--- config.mk ---
export PLATFORM = sky130hd
export DESIGN_NAME = disp7seg_scan
export DESIGN_NICKNAME = d
export VERILOG_FILES = /design/src/rtl/disp_pkg.sv /design/src/rtl/bcd_to_seg.sv /design/src/rtl/disp7seg_scan.sv
export SDC_FILE = /design/constraint.sdc
export NUM_CORES = 1
export LEC_CHECK = 0
export ABC_AREA = 1
export CAP_MARGIN = 20
export CELL_PAD_IN_SITES_DETAIL_PLACEMENT = 0
export CELL_PAD_IN_SITES_GLOBAL_PLACEMENT = 2
export CORE_MARGIN = 5
export CORE_UTILIZATION = 32
export DETAILED_ROUTE_END_ITERATION = 12
export PLACE_DENSITY = 0.94
export SYNTH_ARGS = -nofsm -noshare
export SYNTH_HDL_FRONTEND = slang
export SYNTH_SLANG_ARGS = --single-unit
--- constraint.sdc ---
create_clock -name Clk -period 4.4 [get_ports Clk]
set_input_delay 1.1 -clock Clk [delete_from_list [all_inputs] [get_ports Clk]]
set_output_delay 1.1 -clock Clk [all_outputs]
set_load 0.03 [all_outputs]
--- src/rtl/disp_pkg.sv ---
// Shared constants for the seven-segment display path.
// Segment patterns are active-low, bit 0 = segment a ... bit 6 = segment g.
package disp_pkg;

  localparam int unsigned NUM_DIGITS = 4;

  localparam logic [6:0] SEG_0    = 7'h40;
  localparam logic [6:0] SEG_1    = 7'h79;
  localparam logic [6:0] SEG_2    = 7'h24;
  localparam logic [6:0] SEG_3    = 7'h30;
  localparam logic [6:0] SEG_4    = 7'h19;
  localparam logic [6:0] SEG_5    = 7'h12;
  localparam logic [6:0] SEG_6    = 7'h02;
  localparam logic [6:0] SEG_7    = 7'h78;
  localparam logic [6:0] SEG_8    = 7'h00;
  localparam logic [6:0] SEG_9    = 7'h10;
  localparam logic [6:0] SEG_DASH = 7'h3F;
  localparam logic [6:0] SEG_OFF  = 7'h7F;

endpackage

--- src/rtl/bcd_to_seg.sv ---
// Combinational BCD to active-low seven-segment decoder.
// Ports:
//   bcd_i  4-bit BCD code; 10..15 are invalid and show a dash
//   seg_o  active-low segments, bit 0 = a ... bit 6 = g
module bcd_to_seg
  import disp_pkg::*;
(
  input  logic [3:0] bcd_i,
  output logic [6:0] seg_o
);

  always_comb begin
    seg_o = SEG_DASH;
    unique case (bcd_i)
      4'd0:    seg_o = SEG_0;
      4'd1:    seg_o = SEG_1;
      4'd2:    seg_o = SEG_2;
      4'd3:    seg_o = SEG_3;
      4'd4:    seg_o = SEG_4;
      4'd5:    seg_o = SEG_5;
      4'd6:    seg_o = SEG_6;
      4'd7:    seg_o = SEG_7;
      4'd8:    seg_o = SEG_8;
      4'd9:    seg_o = SEG_9;
      default: seg_o = SEG_DASH;
    endcase
  end

endmodule

--- src/rtl/disp7seg_scan.sv ---
// Four-digit multiplexed seven-segment driver for a common-anode display.
// Digits/Dp are captured once per frame so a frame never mixes old and new values.
// Ports:
//   Clk, Rst  clock and synchronous active-high reset
//   Digits    four BCD digits, [3:0] = rightmost digit
//   Dp        decimal point request per digit, active-high
//   Blank_lz  leading-zero blanking enable, sampled live
//   An        anode enables, active-low, one-cold on the scanned digit
//   Seg       segment cathodes, active-low
//   Dp_n      decimal point cathode, active-low
//   Frame     one-cycle pulse on the capture edge
module disp7seg_scan
  import disp_pkg::*;
#(
  parameter int unsigned DIV = 100000
) (
  input  logic        Clk,
  input  logic        Rst,
  input  logic [15:0] Digits,
  input  logic [3:0]  Dp,
  input  logic        Blank_lz,
  output logic [3:0]  An,
  output logic [6:0]  Seg,
  output logic        Dp_n,
  output logic        Frame
);

  localparam int unsigned PW = (DIV > 1) ? $clog2(DIV) : 1;
  localparam logic [PW-1:0] PRESC_MAX = PW'(DIV - 1);

  logic [PW-1:0] presc_q, presc_d;
  logic [1:0]    idx_q, idx_d;
  logic [15:0]   snap_digits_q, snap_digits_d;
  logic [3:0]    snap_dp_q, snap_dp_d;
  logic [3:0]    an_q, an_d;
  logic [6:0]    seg_q, seg_d;
  logic          dp_n_q, dp_n_d;

  logic          tick;
  logic          frame;
  logic [3:0]    cur_bcd;
  logic [6:0]    cur_seg;
  logic [3:0]    zero_from;  // zero_from[i]: snapshot digits i..3 are all zero
  logic          blank;

  assign tick  = (presc_q == PRESC_MAX);
  assign frame = tick && (idx_q == 2'd3);
  assign Frame = frame;

  assign cur_bcd = snap_digits_q[{idx_q, 2'b00} +: 4];

  bcd_to_seg u_bcd_to_seg (
    .bcd_i (cur_bcd),
    .seg_o (cur_seg)
  );

  always_comb begin
    zero_from    = '0;
    zero_from[3] = (snap_digits_q[15:12] == 4'h0);
    zero_from[2] = zero_from[3] && (snap_digits_q[11:8] == 4'h0);
    zero_from[1] = zero_from[2] && (snap_digits_q[7:4] == 4'h0);
    zero_from[0] = 1'b0;  // rightmost digit always shows
    blank        = Blank_lz && zero_from[idx_q];
  end

  always_comb begin
    presc_d       = tick ? '0 : presc_q + 1'b1;
    idx_d         = tick ? idx_q + 2'd1 : idx_q;
    snap_digits_d = frame ? Digits : snap_digits_q;
    snap_dp_d     = frame ? Dp : snap_dp_q;
    an_d          = 4'hF;
    seg_d         = SEG_OFF;
    dp_n_d        = 1'b1;
    if (!blank) begin
      an_d   = ~(4'b0001 << idx_q);
      seg_d  = cur_seg;
      dp_n_d = ~snap_dp_q[idx_q];
    end
  end

  always_ff @(posedge Clk) begin
    if (Rst) begin
      presc_q       <= '0;
      idx_q         <= 2'd0;
      snap_digits_q <= 16'h0000;
      snap_dp_q     <= 4'h0;
      an_q          <= 4'hF;
      seg_q         <= SEG_OFF;
      dp_n_q        <= 1'b1;
    end else begin
      presc_q       <= presc_d;
      idx_q         <= idx_d;
      snap_digits_q <= snap_digits_d;
      snap_dp_q     <= snap_dp_d;
      an_q          <= an_d;
      seg_q         <= seg_d;
      dp_n_q        <= dp_n_d;
    end
  end

  assign An   = an_q;
  assign Seg  = seg_q;
  assign Dp_n = dp_n_q;

endmodule

==> metrics.csv, run 1 <==
stage,metric,value,unit
synth,synth-seq-cells,51,
cells_and_area,num-fill-cells,889,
timing,hold_viol_final,0,
synth,yosys.cell_types.count,23,
power,vdd_drop_max,125,uV
placement,gp_congestion,0.837,
synth,seq_area_frac_synth,38.0,%
run_status,outcome,"complete, no violations",
synth,postSynthAreaPerCell,6.56,um2
cells_and_area,multi_input_area,0.00129,mm2
cells_and_area,synthToLayoutAreaGrowth,19.3,%
routing,vias,2385,
min_path,hp-class,reg -> reg,
placement,dpl-instance-area,0.00312,mm2
die,num_rows,33,
timing,slew_viol_final,0,
cells_and_area,register_area,0.00102,mm2
die,die_w,102,um
die,core_area,0.00822,mm2
cells_and_area,final_cell_area,0.00321,mm2
cells_and_area,fin_nets,473,
placement,hpwl,4400,um
timing,min_period,3320,ps
timing,clock.fmax,301,MHz
die,dieArea,0.0103,mm2
timing,grt_setup_unrepaired,false,
routing,postRouteWirelength,5830,um
clocking,clockBufferDepth,2,
timing,slew_headroom,45.8,%
timing,fin_skew,15.3,ps
die,die_h,102,um
timing,fin_crit_sh,75.5,%
routing,vias_per_cell,4.38,
synth,synth_nets,443,
die,io_pins,36,
clocking,cts_made_buffers,5,
routing,drtAntennaViolNets,0,
clocking,tritoncts,yes,
clocking,cts_sinks,51,
global_route,grt_overflow,0,
timing,worst_pin_slew,813,ps
clocking,hold_buffers,0,
cells_and_area,final_core_util,39.0,%
clocking,path_clk_slew,100,ps
critical_path,arrival,2220,ps
global_route,grt_use_total,11.7,%
critical_path,cp-end-kind,output port,
critical_path,criticalPathCategory,reg -> out,
routing,drc,0,
synth,synth-warning-count,0,
critical_path,critPathMaxFanout,20,
timing,holdWs,457,ps
routing,first_pass_iters,6,
global_route,grt_pass1_vias,2174,
placement,io_buffer_count,35,
cells_and_area,mostFrequentLayoutCells,"99 x nand2_1, 82 x inv_1, 52 x nor2_1",
timing,tns,0,ps
clocking,post_cts_resized,0,
clocking,clk_latency,300,ps
die,start_util,32.7,%
global_route,grt_pass1_wl,9830,um
power,power_per_cell_area,246,mW/mm2
run,maxCapViolCount,0,
routing,drtIter0Drc,76,
clocking,cts-root-buf,clkbuf_8,
critical_path,worstSetupStartpointType,flip-flop,
critical_path,cp_data_required_time,3300,ps
cells_and_area,antenna_cells,0,
cells_and_area,drive_gt1_share,4.77,%
clocking,postCtsSetupBuffers,0,
synth,netlist_instances,410,
timing,finalSetupViolCount,0,
clocking,htree_levels,2,
power,p_leak,1.44,nW
routing,routedWlPerCell,10.7,um
cells_and_area,mostFrequentLayoutCell,nand2_1,
synth,syn-cell-area,0.00269,mm2
global_route,antenna_found_initial,0,
global_route,grt_max_degree,24,
[sequential cells by signal, summed over array words and instances (netlist names)]
signal and flops:
Dp_n 1, idx_q 2, Seg 7, An 4, snap_dp_q 4, presc_q 17, snap_digits_q 16
[synth_stat cells (all sizes together)]
| master | instances | area, um2 |
|---|---|---|
| nand3b | 4 | 30.0 |
| a21oi | 11 | 55.1 |
| xnor2 | 2 | 17.5 |
| ha | 10 | 125 |
| dfxtp | 51 | 1020 |
| nor3 | 7 | 35.0 |
| clkbuf | 4 | 15.0 |
| nand3 | 28 | 145 |
| inv | 85 | 319 |
| nor2 | 54 | 218 |
| nand4 | 23 | 144 |
| buf | 10 | 50.1 |
| nor3b | 1 | 7.51 |
| or2 | 1 | 6.26 |
| xor2 | 6 | 52.6 |
| nand2 | 103 | 397 |
| o21ai | 10 | 50.1 |
[logic make-up (layout without fill, tap and decap cells)]
kind of cell / Yosys count / in the layout / share of synthesized area, %
XOR/XNOR: 8 / 8 / 2.61
flip-flops: 51 / 51 / 38.0
AO/OA/AOI/OAI: 21 / 21 / 3.91
adder cells (fa/ha/maj): 10 / 10 / 4.66
AND/OR/NAND/NOR: 221 / 221 / 36.5
buffers and inverters: 99 / 129 / 14.3
[per-stage QoR]
stage / power (mW) / std cells / setup WS (ps)
finish: 0.788 / 545 / 1080
global route: 0.828 / 545 / 956
CTS: 0.802 / 545 / 1050
detailed placement: 0.537 / 538 / 1390
global placement: 0.536 / 538 / 1380
floorplan: 0.507 / 410 / 1590
[routing by layer]
layer	vias to the layer above	track usage [%]	share of wire (%)
met2	47	19.2	46
met1	1030	15.3	47
met5	-	0	0
li1	1304	-	-
met4	0	3.37	0.87
met3	4	2.75	5.7
[power by group]
group | switching, mW | total (mW) | internal [mW]
Sequential | 0.00230 | 0.469 | 0.467
Combinational | 0.0263 | 0.0559 | 0.0296
Clock | 0.154 | 0.263 | 0.109
[worst paths after layout]
check / from / end / slack, ps / cells past startpoint
setup reg to reg: presc_q[0]$_SDFF_PP0_ / snap_digits_q[0]$_SDFFE_PP0P_ / 1990 / 9
hold reg to reg: presc_q[0]$_SDFF_PP0_ / presc_q[0]$_SDFF_PP0_ / 460 / 1
setup / recovery: idx_q[0]$_SDFFE_PP0P_ / Frame / 1080 / 3
hold / removal: presc_q[0]$_SDFF_PP0_ / presc_q[0]$_SDFF_PP0_ / 460 / 1
[worst max-delay path: stages (launching register included)]
cell             delay [ps]
dfxtp_1                 700
ha_1                    280
nor3b_1                 230
clkdlybuf4s50_1         710
[area by class of cell]
| cell class | count | area share, % |
|---|---|---|
| Clock buffer | 5 | 2.15 |
| Inverter | 85 | 9.95 |
| Tap cell | 105 | 4.10 |
| Sequential cell | 51 | 31.8 |
| Multi-Input combinational cell | 260 | 40.1 |
| Clock inverter | 2 | 0.429 |
| Timing Repair Buffer | 37 | 11.4 |
No activity file was read; power rests on OpenSTA's default activity.
==> run 2, diff against run 1 <==
--- a/config.mk
+++ b/config.mk
@@ -10,9 +10,9 @@
 export CELL_PAD_IN_SITES_DETAIL_PLACEMENT = 0
 export CELL_PAD_IN_SITES_GLOBAL_PLACEMENT = 2
 export CORE_MARGIN = 5
-export CORE_UTILIZATION = 32
+export CORE_UTILIZATION = 30
 export DETAILED_ROUTE_END_ITERATION = 12
-export PLACE_DENSITY = 0.94
+export PLACE_DENSITY = 0.9
 export SYNTH_ARGS = -nofsm -noshare
 export SYNTH_HDL_FRONTEND = slang
 export SYNTH_SLANG_ARGS = --single-unit
==> constraint.sdc (replaced) <==
create_clock -name Clk -period 3.3 [get_ports Clk]
set_input_delay 0.825 -clock Clk [delete_from_list [all_inputs] [get_ports Clk]]
set_output_delay 0.825 -clock Clk [all_outputs]
set_load 0.03 [all_outputs]
==> run 2 against run 1 <==
Via count rose by 0.50%. Clock skew fell by 11 ps. Clock power rose by 70%. Critical endpoint unchanged. First-iteration DRC count rose by 46%. Non-clock buffer count rose by 4. Final cell count rose by 1.5%. Hold slack got worse by 4.8 ps. Sequential power rose by 33%. Flip-flop and latch count did not move. Final area rose by 2.1%. Highest routed layer unchanged.
==> metrics.csv, run 2 (synthesized netlist as in run 1, its figures left out) <==
stage,metric,value,unit,change
run_status,outcome,"complete, no violations",,unchanged
timing,clock.fmax,339,MHz,
placement,hpwl,4690,um,was 4400 um
global_route,grt-busiest-layer,met2,,unchanged
timing,grt_setup_unrepaired,false,,unchanged
timing,slew_headroom,43.7,%,was 45.8%
power,power_per_cell_area,351,mW/mm2,was 246 mW/mm2
clocking,postCtsSetupBuffers,0,,unchanged
timing,hold_viol_final,0,,unchanged
global_route,grt_pass1_wl,10600,um,was 9830 um
critical_path,cp_slowest_cell,clkdlybuf4s50_1,,unchanged
global_route,grt_max_degree,24,,unchanged
routing,drtAntennaViolNets,0,,unchanged
clocking,htree_levels,2,,unchanged
timing,worst_pin_slew,840,ps,was 813 ps
cells_and_area,num-fill-cells,962,,was 889
critical_path,worstPathCellList,"ha_1, nand2_2, nor2_4, nand3_1, nor3b_1, clkdlybuf4s50_1",,"was ha_1, nor3b_1, clkdlybuf4s50_1"
clocking,clk_latency,300,ps,about the same
critical_path,arrival,2130,ps,was 2220 ps
clocking,cts-root-buf,clkbuf_8,,unchanged
global_route,grt_use_total,11.6,%,was 11.7%
timing,finalSetupViolCount,0,,unchanged
global_route,grt_pass1_vias,2294,,was 2174
critical_path,cp-startpoint,presc_q[0]$_SDFF_PP0_,,was idx_q[0]$_SDFFE_PP0P_
clocking,tritoncts,yes,,unchanged
global_route,gr-usage-met1,14.6,%,was 15.3%
run,maxCapViolCount,0,,unchanged
routing,routedWlPerCell,11.2,um,was 10.7 um
die,io_pins,36,,unchanged
routing,vias_per_cell,4.33,,was 4.38
power,swShare,21.0,%,was 23.2%
cells_and_area,final_cell_area,0.00328,mm2,was 0.00321 mm2
placement,dpl-instance-area,0.00316,mm2,was 0.00312 mm2
global_route,grt_use_met3,3.27,%,was 2.75%
clocking,cts_sinks,51,,unchanged
power,vdd_drop_max,135,uV,was 125 uV
critical_path,cp-end-kind,output port,,unchanged
die,start_util,30.8,%,was 32.7%
clocking,hold_buffers,0,,unchanged
timing,fin_crit_sh,89.4,%,
global_route,grt_overflow,0,,unchanged
routing,drtIter0Drc,111,,was 76
clocking,path_clk_slew,90,ps,was 100 ps
cells_and_area,mostFrequentLayoutCells,"99 x nand2_1, 82 x inv_1, 52 x nor2_1",,unchanged
cells_and_area,synthToLayoutAreaGrowth,21.9,%,was 19.3%
power,p_seq_share,54.4,%,was 59.5%
cells_and_area,largest_register_ffs,17,,unchanged
clocking,cts_made_buffers,5,,unchanged
timing,fin_skew,3.99,ps,was 15.3 ps
die,dieArea,0.0110,mm2,was 0.0103 mm2
cells_and_area,drive_gt1_share,5.84,%,was 4.77%
die,die_w,105,um,was 102 um
power,power_frac_clock,39.0,%,was 33.4%
power,p_leak,1.48,nW,was 1.44 nW
critical_path,critical_path.max_stage_delay,710,ps,about the same
clocking,post_cts_resized,0,,unchanged
cells_and_area,antenna_cells,0,,unchanged
critical_path,worstSetupStartpointType,flip-flop,,unchanged
power,combPwrFrac,6.6,%,was 7.1%
cells_and_area,finalNonFillerCells,553,,was 545
power,p_int,909,uW,was 606 uW
cells_and_area,mostFrequentLayoutCell,nand2_1,,unchanged
placement,io_buffer_count,35,,unchanged
timing,holdWs,452,ps,was 457 ps
power,power.switching,241,uW,was 183 uW
global_route,antenna_found_initial,0,,unchanged
routing,postRouteWirelength,6210,um,was 5830 um
min_path,min_from,presc_q[0]$_SDFF_PP0_,,unchanged
critical_path,r2r_start,presc_q[0]$_SDFF_PP0_,,unchanged
critical_path,criticalPathCategory,reg -> out,,unchanged
routing,drc,0,,unchanged
timing,slew_viol_final,0,,unchanged
power,finalPower,1.15,mW,was 788 uW
timing,min_period,2950,ps,
routing,first_pass_iters,4,,was 6
timing,tns,0,ps,unchanged
placement,gp_congestion,0.814,,was 0.837
die,die_h,105,um,was 102 um
cells_and_area,largest_register,presc_q,,unchanged
clocking,clockBufferDepth,2,,unchanged
critical_path,cp_data_required_time,2470,ps,was 3300 ps
routing,vias,2397,,was 2385
global_route,use_met2,19.5,%,was 19.2%
cells_and_area,fin_nets,477,,was 473
placement,dp_cells,545,,was 538
die,num_rows,34,,was 33
die,core_area,0.00872,mm2,was 0.00822 mm2
min_path,hp-class,reg -> reg,,unchanged
critical_path,critPathMaxFanout,6,,was 20
==> run 2: cell count changes in the layout (fill, tap and decap cells not counted) <==
cell       delta
buf_4         +4
clkbuf_8      +1
clkinv_4      -1
bufinv_16     +1
==> run 2: area by class of cell <==
type	count	area (um2)	share of cell area, %
clock buffer	6	82.6	2.52
multi-input combinational	260	1290	39.3
sequential	51	1020	31.2
inverter	85	319	9.74
timing repair buffer	41	395	12.1
tap	108	135	4.13
clock inverter	2	35.0	1.07
==> run 2: power by group through the flow <==
stage	clock network, mW	logic (mW)	registers (mW)
floorplan	0	0.0263	0.649
global placement	0	0.0770	0.640
detailed placement	0	0.0773	0.640
CTS	0.467	0.0776	0.626
global route	0.488	0.0850	0.627
finish	0.448	0.0760	0.625
==> run 2: through the flow <==
step           worst slack, ps  util (%)
3_5_place_dp               654      36.2
5_1_grt                    194      37.6
2_1_floorplan              761         -
3_3_place_gp               666      36.2
6_report                   350      37.6
4_1_cts                    306      37.6
==> run 2: routing by layer <==
layer  wire length [um]  share of wire (%)
met1               3030                 49
met2               2860                 46
met3                285                4.6
met4                 41               0.66
met5                  0                  0
==> run 2: path summary, 6_finish.rpt <==
path,to,slack (ps),cells after the start
hold reg to reg,presc_q[0]$_SDFF_PP0_,450,1
hold / removal,presc_q[0]$_SDFF_PP0_,450,1
setup / recovery,Frame,350,6
setup reg to reg,presc_q[16]$_SDFF_PP0_,1150,10
==> run 2: worst max-delay path, delay by kind of cell (launching register included) <==
family / cells / cell delay [ps]
adder cells (fa/ha/maj): 1 / 190
AND/OR/NAND/NOR: 4 / 570
flip-flops: 1 / 360
buffers and inverters: 1 / 710
==> run 3, diff against run 2 <==
--- a/config.mk
+++ b/config.mk
@@ -6,6 +6,7 @@
 export NUM_CORES = 1
 export LEC_CHECK = 0
 export ABC_AREA = 1
+export ABC_CLOCK_PERIOD_IN_PS = 3300
 export CAP_MARGIN = 20
 export CELL_PAD_IN_SITES_DETAIL_PLACEMENT = 0
 export CELL_PAD_IN_SITES_GLOBAL_PLACEMENT = 2
==> results of run 3 <==
The final DEF is identical to that of run 2; final timing and power are the same.
